<file path="src/rtl/monobit_pkg.sv">
// monobit_pkg: shared types and constants for the monobit frequency tester.
// Holds the FSM state enum, default block size / threshold and counter widths.
package monobit_pkg;

    // Default block length is 2^DEF_N_LOG2 bits.
    localparam int DEF_N_LOG2 = 7;

    // |S_n| <= 29 corresponds to p >= 0.01 at N = 128.
    localparam int DEF_THRESH = 29;

    // One extra bit so the ones count can hold N itself.
    localparam int CNT_W = DEF_N_LOG2 + 1;

    // Failed-block counter width.
    localparam int FAIL_W = 8;

    typedef enum logic [1:0] {
        IDLE  = 2'd0,
        ACCUM = 2'd1,
        DONE  = 2'd2
    } state_t;

endpackage

</file>
<file path="src/rtl/monobit_eval.sv">
// monobit_eval: registered |2*ones - N| and threshold verdict.
// Ports: clk, rst (async, active high), load (capture strobe),
//        ones (block ones count), abs_sum / pass (held until next load).
module monobit_eval
    import monobit_pkg::*;
#(
    parameter int N_LOG2 = DEF_N_LOG2,
    parameter int THRESH = DEF_THRESH
) (
    input  logic              clk,
    input  logic              rst,
    input  logic              load,
    input  logic [N_LOG2:0]   ones,
    output logic [N_LOG2:0]   abs_sum,
    output logic              pass
);

    localparam int CW = N_LOG2 + 1;
    localparam logic [CW-1:0] HALF = CW'(1) << (N_LOG2 - 1);
    localparam logic [31:0]   THR  = 32'(THRESH);

    logic [CW-1:0] dev;
    logic [CW-1:0] abs_next;
    logic          pass_next;

    // |2*ones - N| == 2*|ones - N/2|. Working around N/2 keeps every
    // intermediate within CW bits: the deviation is at most N/2, so
    // doubling it never exceeds N.
    always_comb begin
        dev       = '0;
        abs_next  = '0;
        pass_next = 1'b0;
        if (ones >= HALF) begin
            dev = ones - HALF;
        end else begin
            dev = HALF - ones;
        end
        abs_next  = dev + dev;
        pass_next = (32'(abs_next) <= THR);
    end

    always_ff @(posedge clk or posedge rst) begin
        if (rst) begin
            abs_sum <= '0;
            pass    <= 1'b0;
        end else if (load) begin
            abs_sum <= abs_next;
            pass    <= pass_next;
        end
    end

endmodule

</file>
<file path="src/rtl/monobit_tester.sv">
// monobit_tester: NIST SP800-22 monobit test over blocks of 2^N_LOG2 bits.
// Ports: clk, rst (async, active high); start, abort, bit_valid, bit_in
//        control/sample inputs; busy, result_valid (1-cycle pulse), pass,
//        ones_cnt, abs_sum (held) and fail_cnt outputs.
// Build option: define MONOBIT_FAILCNT_EN to enable the saturating
//        failed-block counter; otherwise fail_cnt is tied to zero.
module monobit_tester
    import monobit_pkg::*;
#(
    parameter int N_LOG2 = DEF_N_LOG2,
    parameter int THRESH = DEF_THRESH
) (
    input  logic              clk,
    input  logic              rst,
    input  logic              start,
    input  logic              abort,
    input  logic              bit_valid,
    input  logic              bit_in,
    output logic              busy,
    output logic              result_valid,
    output logic              pass,
    output logic [N_LOG2:0]   ones_cnt,
    output logic [N_LOG2:0]   abs_sum,
    output logic [FAIL_W-1:0] fail_cnt
);

    localparam int CW = N_LOG2 + 1;

    state_t state_q;
    state_t state_d;

    logic [N_LOG2-1:0] bit_cnt;
    logic [CW-1:0]     ones_acc;
    logic [CW-1:0]     ones_next;
    logic [CW-1:0]     ones_q;

    logic clr;
    logic acc;
    logic last_bit;

    // Counter control. abort outranks both start and bit_valid.
    always_comb begin
        clr       = 1'b0;
        acc       = 1'b0;
        last_bit  = 1'b0;
        ones_next = ones_acc + CW'(bit_in);
        if (state_q == IDLE) begin
            clr = start && !abort;
        end
        if (state_q == ACCUM) begin
            clr = abort;
            acc = !abort && bit_valid;
        end
        // Bit counter all-ones means this accepted sample is the Nth.
        last_bit = acc && (bit_cnt == '1);
    end

    always_ff @(posedge clk or posedge rst) begin
        if (rst) begin
            state_q <= IDLE;
        end else begin
            state_q <= state_d;
        end
    end

    always_comb begin
        state_d      = state_q;
        busy         = 1'b0;
        result_valid = 1'b0;
        case (state_q)
            IDLE: begin
                if (start && !abort) begin
                    state_d = ACCUM;
                end
            end
            ACCUM: begin
                busy = 1'b1;
                if (abort) begin
                    state_d = IDLE;
                end else if (last_bit) begin
                    state_d = DONE;
                end
            end
            DONE: begin
                busy         = 1'b1;
                result_valid = 1'b1;
                state_d      = IDLE;
            end
            default: begin
                state_d = IDLE;
            end
        endcase
    end

    always_ff @(posedge clk or posedge rst) begin
        if (rst) begin
            bit_cnt  <= '0;
            ones_acc <= '0;
            ones_q   <= '0;
        end else begin
            if (clr) begin
                bit_cnt  <= '0;
                ones_acc <= '0;
            end else if (acc) begin
                bit_cnt  <= bit_cnt + N_LOG2'(1);
                ones_acc <= ones_next;
            end
            // Capture with the Nth bit so results are valid in DONE.
            if (last_bit) begin
                ones_q <= ones_next;
            end
        end
    end

    assign ones_cnt = ones_q;

    monobit_eval #(
        .N_LOG2 (N_LOG2),
        .THRESH (THRESH)
    ) u_eval (
        .clk     (clk),
        .rst     (rst),
        .load    (last_bit),
        .ones    (ones_next),
        .abs_sum (abs_sum),
        .pass    (pass)
    );

`ifdef MONOBIT_FAILCNT_EN
    logic [FAIL_W-1:0] fail_q;

    // Counts in the DONE cycle using the verdict already held there.
    always_ff @(posedge clk or posedge rst) begin
        if (rst) begin
            fail_q <= '0;
        end else if (state_q == DONE && !pass && fail_q != '1) begin
            fail_q <= fail_q + FAIL_W'(1);
        end
    end

    assign fail_cnt = fail_q;
`else
    assign fail_cnt = '0;
`endif

endmodule

</file>
<file path="config.mk">
export PLATFORM = sky130hd
export DESIGN_NAME = monobit_tester
export DESIGN_NICKNAME = d
export VERILOG_FILES = /design/src/rtl/monobit_pkg.sv /design/src/rtl/monobit_eval.sv /design/src/rtl/monobit_tester.sv
export SDC_FILE = /design/constraint.sdc
export NUM_CORES = 1
export LEC_CHECK = 0
export BUFFER_PORTS_ARGS = -buffer_cell sky130_fd_sc_hd__buf_2
export CORE_ASPECT_RATIO = 0.6
export CORE_MARGIN = 4
export CORE_UTILIZATION = 30
export DETAILED_ROUTE_END_ITERATION = 8
export PLACE_DENSITY = 0.47
export SLEW_MARGIN = 20
export SYNTH_ARGS = -nofsm -noshare
export SYNTH_HDL_FRONTEND = slang
export SYNTH_SLANG_ARGS = --single-unit
</file>
<file path="constraint.sdc">
create_clock -name clk -period 4 [get_ports clk]
set_clock_uncertainty 0.1 [all_clocks]
set_input_delay 1 -clock clk [delete_from_list [all_inputs] [get_ports clk]]
set_output_delay 1 -clock clk [all_outputs]
set_load 0.03 [all_outputs]
</file>
After elaboration in Yosys (flattened, before gate mapping)
Index checks and enable logic that the tools add are counted.
{ "totals": {"elab_cells": 40, "inputBits": 6, "register_bits": 34} }
{ "classes": {"n_mux": 14, "n_reduce_logical": 8, "n_addsub": 5, "n_lt_le_gt_ge": 2, "n_eq_ne": 5} }
{ "ops": {"columns": ["cell", "n"], "rows": [
  ["8-bit 2-to-1 mux", 3],
  ["7-bit 2-to-1 mux", 2],
  ["8-bit by 1-bit adder with 8-bit output", 1],
  ["8-bit adder", 1],
  ["8-bit by 7-bit greater-or-equal comparator with 1-bit output (second input constant)", 1],
  ["8-bit by 5-bit less-or-equal comparator with 1-bit output (second input constant)", 1],
  ["7-bit by 8-bit subtractor with 8-bit output (first input constant)", 1],
  ["8-bit by 7-bit subtractor with 8-bit output (second input constant)", 1],
  ["7-bit by 1-bit adder with 7-bit output (second input constant)", 1],
  ["7-bit equality test (second input constant)", 1],
  ["2-bit 2-to-1 mux", 3],
  ["1-bit 2-to-1 mux", 5],
  ["2-bit one-hot mux with 2 select lines", 1],
  ["1-bit logical AND", 3],
  ["3-bit inequality test (second input constant)", 1],
  ["2-bit by 1-bit equality test with 1-bit output (second input constant)", 1],
  ["2-bit equality test (second input constant)", 1],
  ["2-bit zero test", 1],
  ["2-bit by 1-bit inequality test with 1-bit output (second input constant)", 1],
  ["2-bit AND reduction", 1],
  ["2-bit nonzero test", 1],
  ["2-bit OR reduction", 1],
  ["1-bit zero test", 1]
]} }

Longest topological paths before layout
Gate-level depths: netlist of run 1.
{ "logic_depth": {"ltp_word": 7, "ltp_mapped": 10, "depth_no_buf": 10} }

Modules after synthesis
Synthesis of run 1 repeated with hierarchy kept, for this count alone.
{ "unflattened": {"cells_unflattened": 179, "area_unflattened_um2": 1869.3} }
{ "by_module_without_submodules": {"columns": ["mod", "seq_area_each_um2", "n_inst", "cells_per_inst", "area_per_inst_um2"], "rows": [
  ["monobit_tester", 625.6, 1, 122, 1343.8],
  ["monobit_eval", 200.2, 1, 57, 525.5]
]} }

Worst setup path after synthesis of run 1
Ideal clock, no wire load.
{ "synth_path": {"path_kind": "input port to flip-flop", "from": "in bit_in", "to": "reg u_eval.pass", "t_arrival_ps": 2971, "setup_time_ps": 95, "path_stages": 10, "setup_slack_ps": 834, "cell_sequence": "ha_1 -> ha_1 -> inv_1 -> ha_1 -> or4b_1 -> o31ai_1 -> nand2_1 -> a311oi_1 -> nor3_1 -> o31ai_1"} }
{ "synth_via": {"elab_chain_len": 5} }
{ "synth_lines": {"columns": ["item", "line_no", "source"], "rows": [
  ["from (decl)", "monobit_tester.sv:18", "input logic bit_in,"],
  ["8-bit by 1-bit adder with 8-bit output *", "monobit_tester.sv:46", "ones_next = ones_acc + CW'(bit_in);"],
  ["via ones_next[1]", "monobit_tester.sv:34", "logic [CW-1:0] ones_next;"],
  ["7-bit by 8-bit subtractor with 8-bit output, or another cell as far along", "monobit_eval.sv:36", "dev = HALF - ones;"],
  ["8-bit 2-to-1 mux *", "monobit_eval.sv:33", "if (ones >= HALF) begin"],
  ["8-bit adder *", "monobit_eval.sv:38", "abs_next = dev + dev;"],
  ["8-bit by 5-bit less-or-equal comparator with 1-bit output *", "monobit_eval.sv:39", "pass_next = (32'(abs_next) <= THR);"],
  ["to (signal assigned)", "monobit_eval.sv:48", "pass <= pass_next;"],
  ["to (decl)", "monobit_eval.sv:15", "output logic pass"]
]} }
Mark *: on every way through the listed nets, which the timed path passes. The rest lies on a longest branch.
A chain may end at the register's enable or synchronous reset.

Final worst setup path of run 1
Ends and elaborated chain as after synthesis.

==> results of run 1 <==
## flip-flops by register name (all words and copies together), names as in the netlist
signal,count
bit_cnt,7
ones_acc,8
ones_cnt,7
state_q,2
u_eval.abs_sum,7
u_eval.pass,1
## power by group
| part | internal (mW) | switching, mW | total (mW) |
|---|---|---|---|
| logic | 0.113 | 0.187 | 0.299 |
| registers | 0.342 | 0.0144 | 0.356 |
| clock network | 0.261 | 0.138 | 0.399 |
| total | 0.716 | 0.339 | 1.05 |
## path summary, 6_finish.rpt
kind / cells past startpoint / slack, ns / end / startpoint
hold reg to reg: 2 / 0.37 / ones_cnt[4] / ones_cnt[4]
hold / removal: 2 / 0.37 / ones_cnt[4] / ones_cnt[4]
setup reg to reg: 10 / 1.06 / u_eval.pass / ones_acc[0]
max in group asynchronous: 3 / 2.76 / ones_cnt[4] / rst
min in group asynchronous: 3 / 0.71 / u_eval.abs_sum[4] / rst
setup / recovery: 11 / 0.60 / u_eval.pass / bit_in
## cell usage in the layout, fill, tap and decap left out, drive strengths merged, types with 2 or more instances in the layout
| cell | count |
|---|---|
| nand2 | 32 |
| o211ai | 2 |
| a21oi | 9 |
| nand3 | 8 |
| inv | 7 |
| nor4 | 2 |
| nor3 | 4 |
| o22ai | 5 |
| buf | 27 |
| or2 | 2 |
| xor2 | 5 |
| clkbuf | 7 |
| o31ai | 6 |
| conb | 9 |
| and3 | 2 |
| nand4 | 2 |
| dfrtp | 32 |
| nor2 | 18 |
| xnor2 | 11 |
| a21o | 3 |
| o21ai | 28 |
| a31oi | 3 |
| or3 | 5 |
| ha | 7 |
| a211oi | 2 |
## final cells by class
class / instances / area, sq um
Clock buffer: 7 / 152.6
Tap cell: 87 / 108.9
Inverter: 7 / 26.28
Sequential cell: 32 / 800.8
Fill cell: 698 / 4419
Multi-Input combinational cell: 180 / 1110
Timing Repair Buffer: 27 / 145.1
## metrics by stage
stage	std cells	setup slack, ns	area (sq um)
4_1_cts	340	0.5985	2344
2_1_floorplan	243	0.8338	2142
3_3_place_gp	333	0.4303	2191
5_1_grt	340	0.3569	2344
3_5_place_dp	333	0.3142	2191
6_report	340	0.6021	2344
## per-layer routing
layer	GRT usage [%]	up-vias	routed length [microns]	part of all wire, %
met5	0	-	0	0
met4	4.633	0	78	1.6
met3	3.977	11	280	5.8
met2	15.46	47	1891	39
met1	19.19	756	2571	53
li1	-	839	-	-
## kinds of logic after synthesis
logic type	after synthesis
AOI/OAI and AO/OA	62
xor gates and xnor gates	16
and+or+nand+nor	84
adders and majority gates	7
buffers and inverters	31
other	1
muxes	2
DFF	32
## synthesized netlist by cell type, drive strengths merged (2+ instances only)
cell    count  area share (%)
clkbuf      8             3.8
nor3        4            0.95
a31oi       3            0.89
nand4       2            0.89
inv         7             1.2
nor2       18             3.2
a21o        3             1.1
dfrtp      32              38
ha          7             4.1
o31ai       6             2.1
o21ai      28             6.6
and3        2            0.59
xnor2      11             4.6
or2         2            0.59
nor4        2             1.3
a21oi       9             2.1
buf        16             5.9
o211ai      2            0.71
o22ai       5             1.5
xor2        5             2.1
nand2      32             6.0
a211oi      2            0.95
or3         5             1.5
nand3       8             2.7
## critical path: cells and delay by family
| kind | cells | cell delay, ns |
|---|---|---|
| AOI/OAI and AO/OA | 3 | 0.66 |
| adders and majority gates | 3 | 0.87 |
| buffers and inverters | 2 | 0.23 |
| and+or+nand+nor | 3 | 0.72 |
==> results.cfg, run 1 <==
[status]
status = finished, final reports clean

[global_route]
grt_util_all_layers_pct = 12.39
overflow = 0
grt_pass1_wl_microns = 7935
grt_max_degree = 33
grt_pass1_vias = 1495
antenna_found_initial = 0

[logic_synthesis]
synth-compound-area-share_pct = 17.89
synth_fa_ha_area_share_pct = 4.147
async_flop_share_pct = 100.0
synth_xor_area_share_pct = 6.635
synth_mux_area_share_pct = 1.007
synth-simple-area-share_pct = 21.27
synth_area_per_cell_sq_um = 8.987
synth_top_family_by_area = simple AND/OR/NAND/NOR gates
yosysSeqAreaShare_pct = 37.91
synth_edf_count = 0
yosys_warnings = 0
synth_area_sq_um = 2112
synthDistinctLibCells = 52
syn_inst = 235
synth-main-ff-cell = dfrtp_1
synth_seq_cells = 32

[setup_path]
endpoint_kind = flop
cp_cell_sequence = buf_2 > ha_1 > ha_1 > inv_1 > ha_1 > or4b_1 > o31ai_1 > nand2_1 > a311oi_1 > nor3_1 > o31ai_1
crit_fanout = 7
crit_top_cell = ha_1
crit_slowest_cell = or4b_1
cp.required_ns = 4.08
critPathMaxStageDelay_ns = 0.45
critPathArrivalTime_ns = 3.48
worst-setup-path-type = in2reg
worst_setup_path_start_kind = input port

[cells_and_area]
nNetsFinal = 266
drive_gt1_share_pct = 17.39
areaGrowthSynthToFinish_pct = 10.96
post-route-util_pct = 34.65
diodes = 0

[timing]
setup-tns-final_ns = 0
finalCritPeriodShare_pct = 84.95
hold_ws_ns = 0.3698
finalCriticalPeriod_ns = 3.398
worstMarginPinSlew_ns = 0.6087
timing.slew.headroom_pct = 59.42
slew_violations = 0
setup_viol = 0
fmax_mhz = 294.3
rsz0062_at_grt = false
timing.final.hold_violations = 0

[placement]
gp_congestion = 0.8084
hpwl_microns = 3477
portBuffers = 23

[routing]
drt_first_iter_violations = 136
vias_per_cell = 4.862
drc = 0
drt.antenna.violating_nets = 0
dr.pass1.iters = 4
wl_per_cell_microns = 14.18
vias = 1653
wl_microns = 4821

[power]
vdd_drop_max_v = 0.0002406
power_mw = 1.055
power_density_nw_per_um2 = 450.1
leakagePower_nw = 1.080

[floorplanning]
die_area_sq_um = 8491
die_w_microns = 116.3
num_io_pins = 33
core_area_sq_um = 6763
num_rows = 23
initial_core_util_pct = 31.23
die_y_microns = 73.00

[cts]
cts_max_path_buffers = 2
cts_buffers = 5
clockRootBuffer = clkbuf_16
cts_tree = built
insertion_delay_ns = 0.28
htree_levels = 2
cts_resized = 0
cts-hold-fix-buffers = 0
post-cts-setup-buffer-count = 0
clkTransAtPathRegs_ns = 0.05
cts.sinks = 32

[min_path]
hold_class = reg2reg

[run]
cap_violations = 0
Note: power is estimated with default switching activity, not from simulation.
==> inputs of run 2 (changes only) <==
--- a/config.mk
+++ b/config.mk
@@ -10,7 +10,7 @@
 export CORE_MARGIN = 4
 export CORE_UTILIZATION = 30
 export DETAILED_ROUTE_END_ITERATION = 8
-export PLACE_DENSITY = 0.47
+export PLACE_DENSITY = 0.48
 export SLEW_MARGIN = 20
 export SYNTH_ARGS = -nofsm -noshare
 export SYNTH_HDL_FRONTEND = slang
==> constraint.sdc (replaced) <==
create_clock -name clk -period 2.7 [get_ports clk]
set_clock_uncertainty 0.1 [all_clocks]
set_input_delay 0.675 -clock clk [delete_from_list [all_inputs] [get_ports clk]]
set_output_delay 0.675 -clock clk [all_outputs]
set_load 0.03 [all_outputs]
==> run 2 against run 1 <==
Compared with the run above: sequential share of layout area is 3.3 points lower; core utilization is 3.7 points higher; count of clock-buffer cells in the layout is 1 higher; sequential power is 48% higher; die area stayed put; first-iteration DRC count is 48% lower; setup slack worse by 0.47 ns; cell area is 11% higher; via count is 6.7% higher; highest routed layer unchanged; global-route usage is 0.86 points higher; routed wire length is 5.2% higher; final cell count is 8.8% higher.
==> results.cfg, run 2 (synthesis gave the netlist of run 1 again) <==
[global_route]
antenna_found_initial = 0
grt_util_all_layers_pct = 13.25
overflow = 0
grt_pass1_vias = 1664
grt_pass1_wl_microns = 8590
grt_max_degree = 33

[setup_path]
worst_setup_path_start_kind = input port
crit_path_end = u_eval.pass
ff2ff_path_depth = 10
worst-setup-path-type = in2reg
cp.required_ns = 2.79
worstReg2RegStart = ones_acc[0]
endpoint_kind = flop
r2r_slack_ns = 0.26
crit_fanout = 3
rr_endpoint = u_eval.pass
critPathLaunch = bit_in
critPathArrivalTime_ns = 2.66

[cts]
insertion_delay_ns = 0.28
cts_tree = built
cts.sinks = 32
clkTransAtPathRegs_ns = 0.05
cts-hold-fix-buffers = 0
cts_buffers = 5
htree_levels = 2
clockRootBuffer = clkbuf_16
cts_max_path_buffers = 2

[timing]
timing.slew.headroom_pct = 63.27
fmax_mhz = 390.0
finalCritPeriodShare_pct = 94.96
slew_violations = 0
rsz0062_at_grt = false
worstMarginPinSlew_ns = 0.5496
setup_viol = 0
finalCriticalPeriod_ns = 2.564
setup-tns-final_ns = 0
timing.final.hold_violations = 0

[cells_and_area]
areaGrowthSynthToFinish_pct = 22.93
largest_reg_flops = 8
drive_gt1_share_pct = 27.21
instances_no_fill = 370
registers.top_by_ff_count = ones_acc
nNetsFinal = 295
n_fill_cell = 696
diodes = 0
layout_common_cells = 32 x dfrtp_1, 32 x buf_4, 31 x nand2_1
multi_input_area_sq_um = 1139
regArea_sq_um = 800.8

[routing]
wl_microns = 5073
vias = 1764
wl_per_cell_microns = 13.71
drt_first_iter_violations = 71
drc = 0
drt.antenna.violating_nets = 0
vias_per_cell = 4.768
dr.pass1.iters = 4

[placement]
dpl.cell_count = 362
portBuffers = 23
gp_congestion = 0.8141
hpwl_microns = 3822

[power]
vdd_drop_max_v = 0.0003367
leakagePower_nw = 1.221
power_density_nw_per_um2 = 640.6

[floorplanning]
core_area_sq_um = 6763
initial_core_util_pct = 31.23
die_y_microns = 73.00
num_io_pins = 33
die_area_sq_um = 8491
num_rows = 23
die_w_microns = 116.3

[min_path]
hold_class = reg2reg

[status]
status = finished, final reports clean

[run]
cap_violations = 0
[run 2: changes by cell type in the layout (fill, tap and decap cells not counted)]
cell and change:
buf_4 +28, ha_1 -3, clkbuf_1 +2, ha_2 +2
a311oi_1 -1, a311oi_2 +1, buf_12 +1, clkbuf_8 -1
ha_4 +1, o31ai_1 -1, o31ai_2 +1
[run 2: metrics by stage]
stage	worst slack [ns]	power, mW	instance area [sq um]	hold WS, ns	util (%)
2_1_floorplan	0.01440	0.8911	2160	0.3888	-
3_3_place_gp	-0.1181	1.084	2439	0.3569	36.06
3_5_place_dp	-0.2026	1.091	2439	0.3655	36.06
4_1_cts	0.1301	1.687	2585	0.3773	38.22
5_1_grt	0.01136	1.783	2596	0.3877	38.39
6_report	0.1362	1.663	2596	0.3681	38.39
[run 2: worst max-delay path, cell delays in order]
cell and delay, ns:
buf_2 0.11, ha_2 0.20, ha_4 0.21, inv_1 0.07
ha_2 0.19, or4b_1 0.46, o31ai_2 0.12, nand2_1 0.16
a311oi_2 0.21, nor3_1 0.08, o31ai_1 0.18
[run 2: worst min-delay path by stage]
stage                      start                 to  slack (ns)  cells after the start
2_1_floorplan         bit_cnt[0]         bit_cnt[0]        0.39                      1
3_3_place_gp         ones_cnt[6]        ones_cnt[6]        0.36                      2
3_5_place_dp   u_eval.abs_sum[4]  u_eval.abs_sum[4]        0.37                      1
4_1_cts              ones_cnt[4]        ones_cnt[4]        0.38                      2
5_1_grt              ones_cnt[4]        ones_cnt[4]        0.39                      2
6_report       u_eval.abs_sum[3]  u_eval.abs_sum[3]        0.37                      2
[run 2: layer usage]
layer	global-route usage [%]	part of all wire (%)	routed length [microns]
met5	0	0	0
met1	20.31	55	2804
met3	3.977	5.2	265
met4	3.861	0.89	45
met2	17.55	39	1957
[run 2: timing repair]
action | in CTS | in global routing
buffers inserted | 0 | 0
endpoints found under the hold margin | 0 | 0
endpoints found under the setup margin | 0 | 2
resized for setup | 0 | 2
[run 2: area by class of cell]
cell class	instances	share of cell area [%]
Clock buffer	8	5.639
Inverter	7	1.012
Multi-Input combinational cell	180	43.86
Sequential cell	32	30.84
Tap cell	87	4.193
Timing Repair Buffer	56	14.46
[run 2: where the power goes]
part           internal [mW]  switching [mW]
combinational          0.252           0.309
clock                  0.368           0.207
sequential             0.507          0.0209
total                   1.13           0.537
==> inputs of run 3 (changes only) <==
--- a/config.mk
+++ b/config.mk
@@ -8,9 +8,10 @@
 export BUFFER_PORTS_ARGS = -buffer_cell sky130_fd_sc_hd__buf_2
 export CORE_ASPECT_RATIO = 0.6
 export CORE_MARGIN = 4
-export CORE_UTILIZATION = 30
+export CORE_UTILIZATION = 45
+export CTS_CLUSTER_DIAMETER = 80
 export DETAILED_ROUTE_END_ITERATION = 8
-export PLACE_DENSITY = 0.48
+export PLACE_DENSITY = 0.67
 export SLEW_MARGIN = 20
 export SYNTH_ARGS = -nofsm -noshare
 export SYNTH_HDL_FRONTEND = slang
==> run 3 against run 2 <==
Compared with the run above: setup slack better by 0.035 ns; core utilization is 18 points higher; non-clock buffer count decreased by 6.
==> results.cfg, run 3 (synthesis gave the netlist of run 1 again) <==
[power]
vdd_drop_max_v = 0.0004280
power_density_nw_per_um2 = 583.5
power_mw = 1.421
leakagePower_nw = 1.158

[cts]
cts_max_path_buffers = 2
cts-hold-fix-buffers = 0
cts_tree = built
clkTransAtPathRegs_ns = 0.08
cts_buffers = 5
cts_resized = 0
clockRootBuffer = clkbuf_8
insertion_delay_ns = 0.29
htree_levels = 2
post-cts-setup-buffer-count = 0
cts.sinks = 32

[global_route]
grt_util_all_layers_pct = 17.15
grt_pass1_wl_microns = 7645
grt_pass1_vias = 1552
grt_max_degree = 33
overflow = 0
antenna_found_initial = 0

[routing]
drt.antenna.violating_nets = 0
vias = 1736
drt_first_iter_violations = 73
wl_microns = 4563
dr.pass1.iters = 4
vias_per_cell = 5.151
drc = 0
wl_per_cell_microns = 13.54

[cells_and_area]
drive_gt1_share_pct = 25.63
final_common_cell = dfrtp_1
registers.top_by_ff_count = ones_acc
nNetsFinal = 289
diodes = 0
postLayoutCellArea_sq_um = 2435
layout_common_cells = 32 x dfrtp_1, 31 x nand2_1, 27 x o21ai_0, 27 x buf_4, 23 x buf_2
areaGrowthSynthToFinish_pct = 15.28
largest_reg_flops = 8

[setup_path]
cp.required_ns = 2.80
endpoint_kind = flop
worst-setup-path-type = in2reg
critPathArrivalTime_ns = 2.63
worst_setup_path_start_kind = input port
crit_fanout = 3

[floorplanning]
die_area_sq_um = 5889
num_rows = 18
core_area_sq_um = 4302
num_io_pins = 33
die_y_microns = 61.07
initial_core_util_pct = 49.10
die_w_microns = 96.45

[placement]
gp_congestion = 0.8764
portBuffers = 23
dpl_cell_area_sq_um = 2347
hpwl_microns = 3567

[timing]
fmax_mhz = 395.4
setup_viol = 0
rsz0062_at_grt = false
finalCritPeriodShare_pct = 93.66
timing.slew.headroom_pct = 63.40
slew_violations = 0
finalCriticalPeriod_ns = 2.529
worstMarginPinSlew_ns = 0.5477
timing.final.hold_violations = 0

[min_path]
hold_class = in2async

[status]
status = finished, final reports clean

[run]
cap_violations = 0
[run 3: cell count changes in the layout (fill, tap and decap cells not counted)]
cell       before  now
buf_4          32   27
clkbuf_16       5    0
clkinv_2        0    2
clkbuf_8        1    5
buf_12          1    0
clkinv_4        0    1
a311oi_2        1    0
o31ai_2         1    0
o31ai_1         5    6
clkbuf_1        2    0
a311oi_1        0    1
[run 3: final timing paths]
| path | from | to | slack (ns) | cells past startpoint |
|---|---|---|---|---|
| max | bit_in | u_eval.pass | 0.17 | 11 |
| min | rst | bit_cnt[0] | 0.36 | 3 |
| max reg2reg | ones_acc[0] | u_eval.pass | 0.28 | 10 |
| min reg2reg | ones_cnt[3] | ones_cnt[3] | 0.37 | 2 |
| max in group asynchronous | rst | ones_acc[2] | 1.83 | 3 |
| min in group clk | ones_cnt[3] | ones_cnt[3] | 0.37 | 2 |
[run 3: cell type report]
type	instances	area [sq um]
Clock buffer	5	68.82
Inverter	7	26.28
Fill cell	409	1867
Sequential cell	32	800.8
Clock inverter	3	18.77
Multi-Input combinational cell	180	1127
Tap cell	60	75.07
Timing Repair Buffer	50	317.8
[run 3: power by group]
part           switching (mW)  internal (mW)  total [mW]
Combinational           0.283          0.243       0.526
Sequential             0.0218          0.506       0.527
Clock                   0.188          0.179       0.367
[run 3: layer usage]
| layer | GRT usage, % | routed length, microns | share of wire (%) |
|---|---|---|---|
| met1 | 26.12 | 2453 | 54 |
| met2 | 24.02 | 1823 | 40 |
| met3 | 4.640 | 246 | 5.4 |
| met4 | 4.192 | 40 | 0.88 |
| met5 | 0 | 0 | 0 |
[run 3: critical path, stage by stage]
cell and delay (ns):
buf_2 0.10, ha_2 0.19, ha_4 0.21, inv_1 0.07, ha_2 0.18, or4b_1 0.43, o31ai_1 0.15, nand2_1 0.14
a311oi_1 0.21, nor3_1 0.08, o31ai_1 0.18
[run 3: through the flow]
stage | instances | hold WS (ns) | util (%) | worst slack, ns | setup TNS, ns
floorplan | 243 | 0.3888 | - | 0.01440 | 0
global placement | 329 | 0.3593 | 54.57 | -0.09093 | -0.1255
detailed placement | 329 | 0.3648 | 54.57 | -0.1787 | -0.2991
CTS | 337 | 0.3748 | 56.60 | 0.1580 | 0
global route | 337 | 0.3933 | 56.60 | 0.01208 | 0
finish | 337 | 0.3618 | 56.60 | 0.1711 | 0
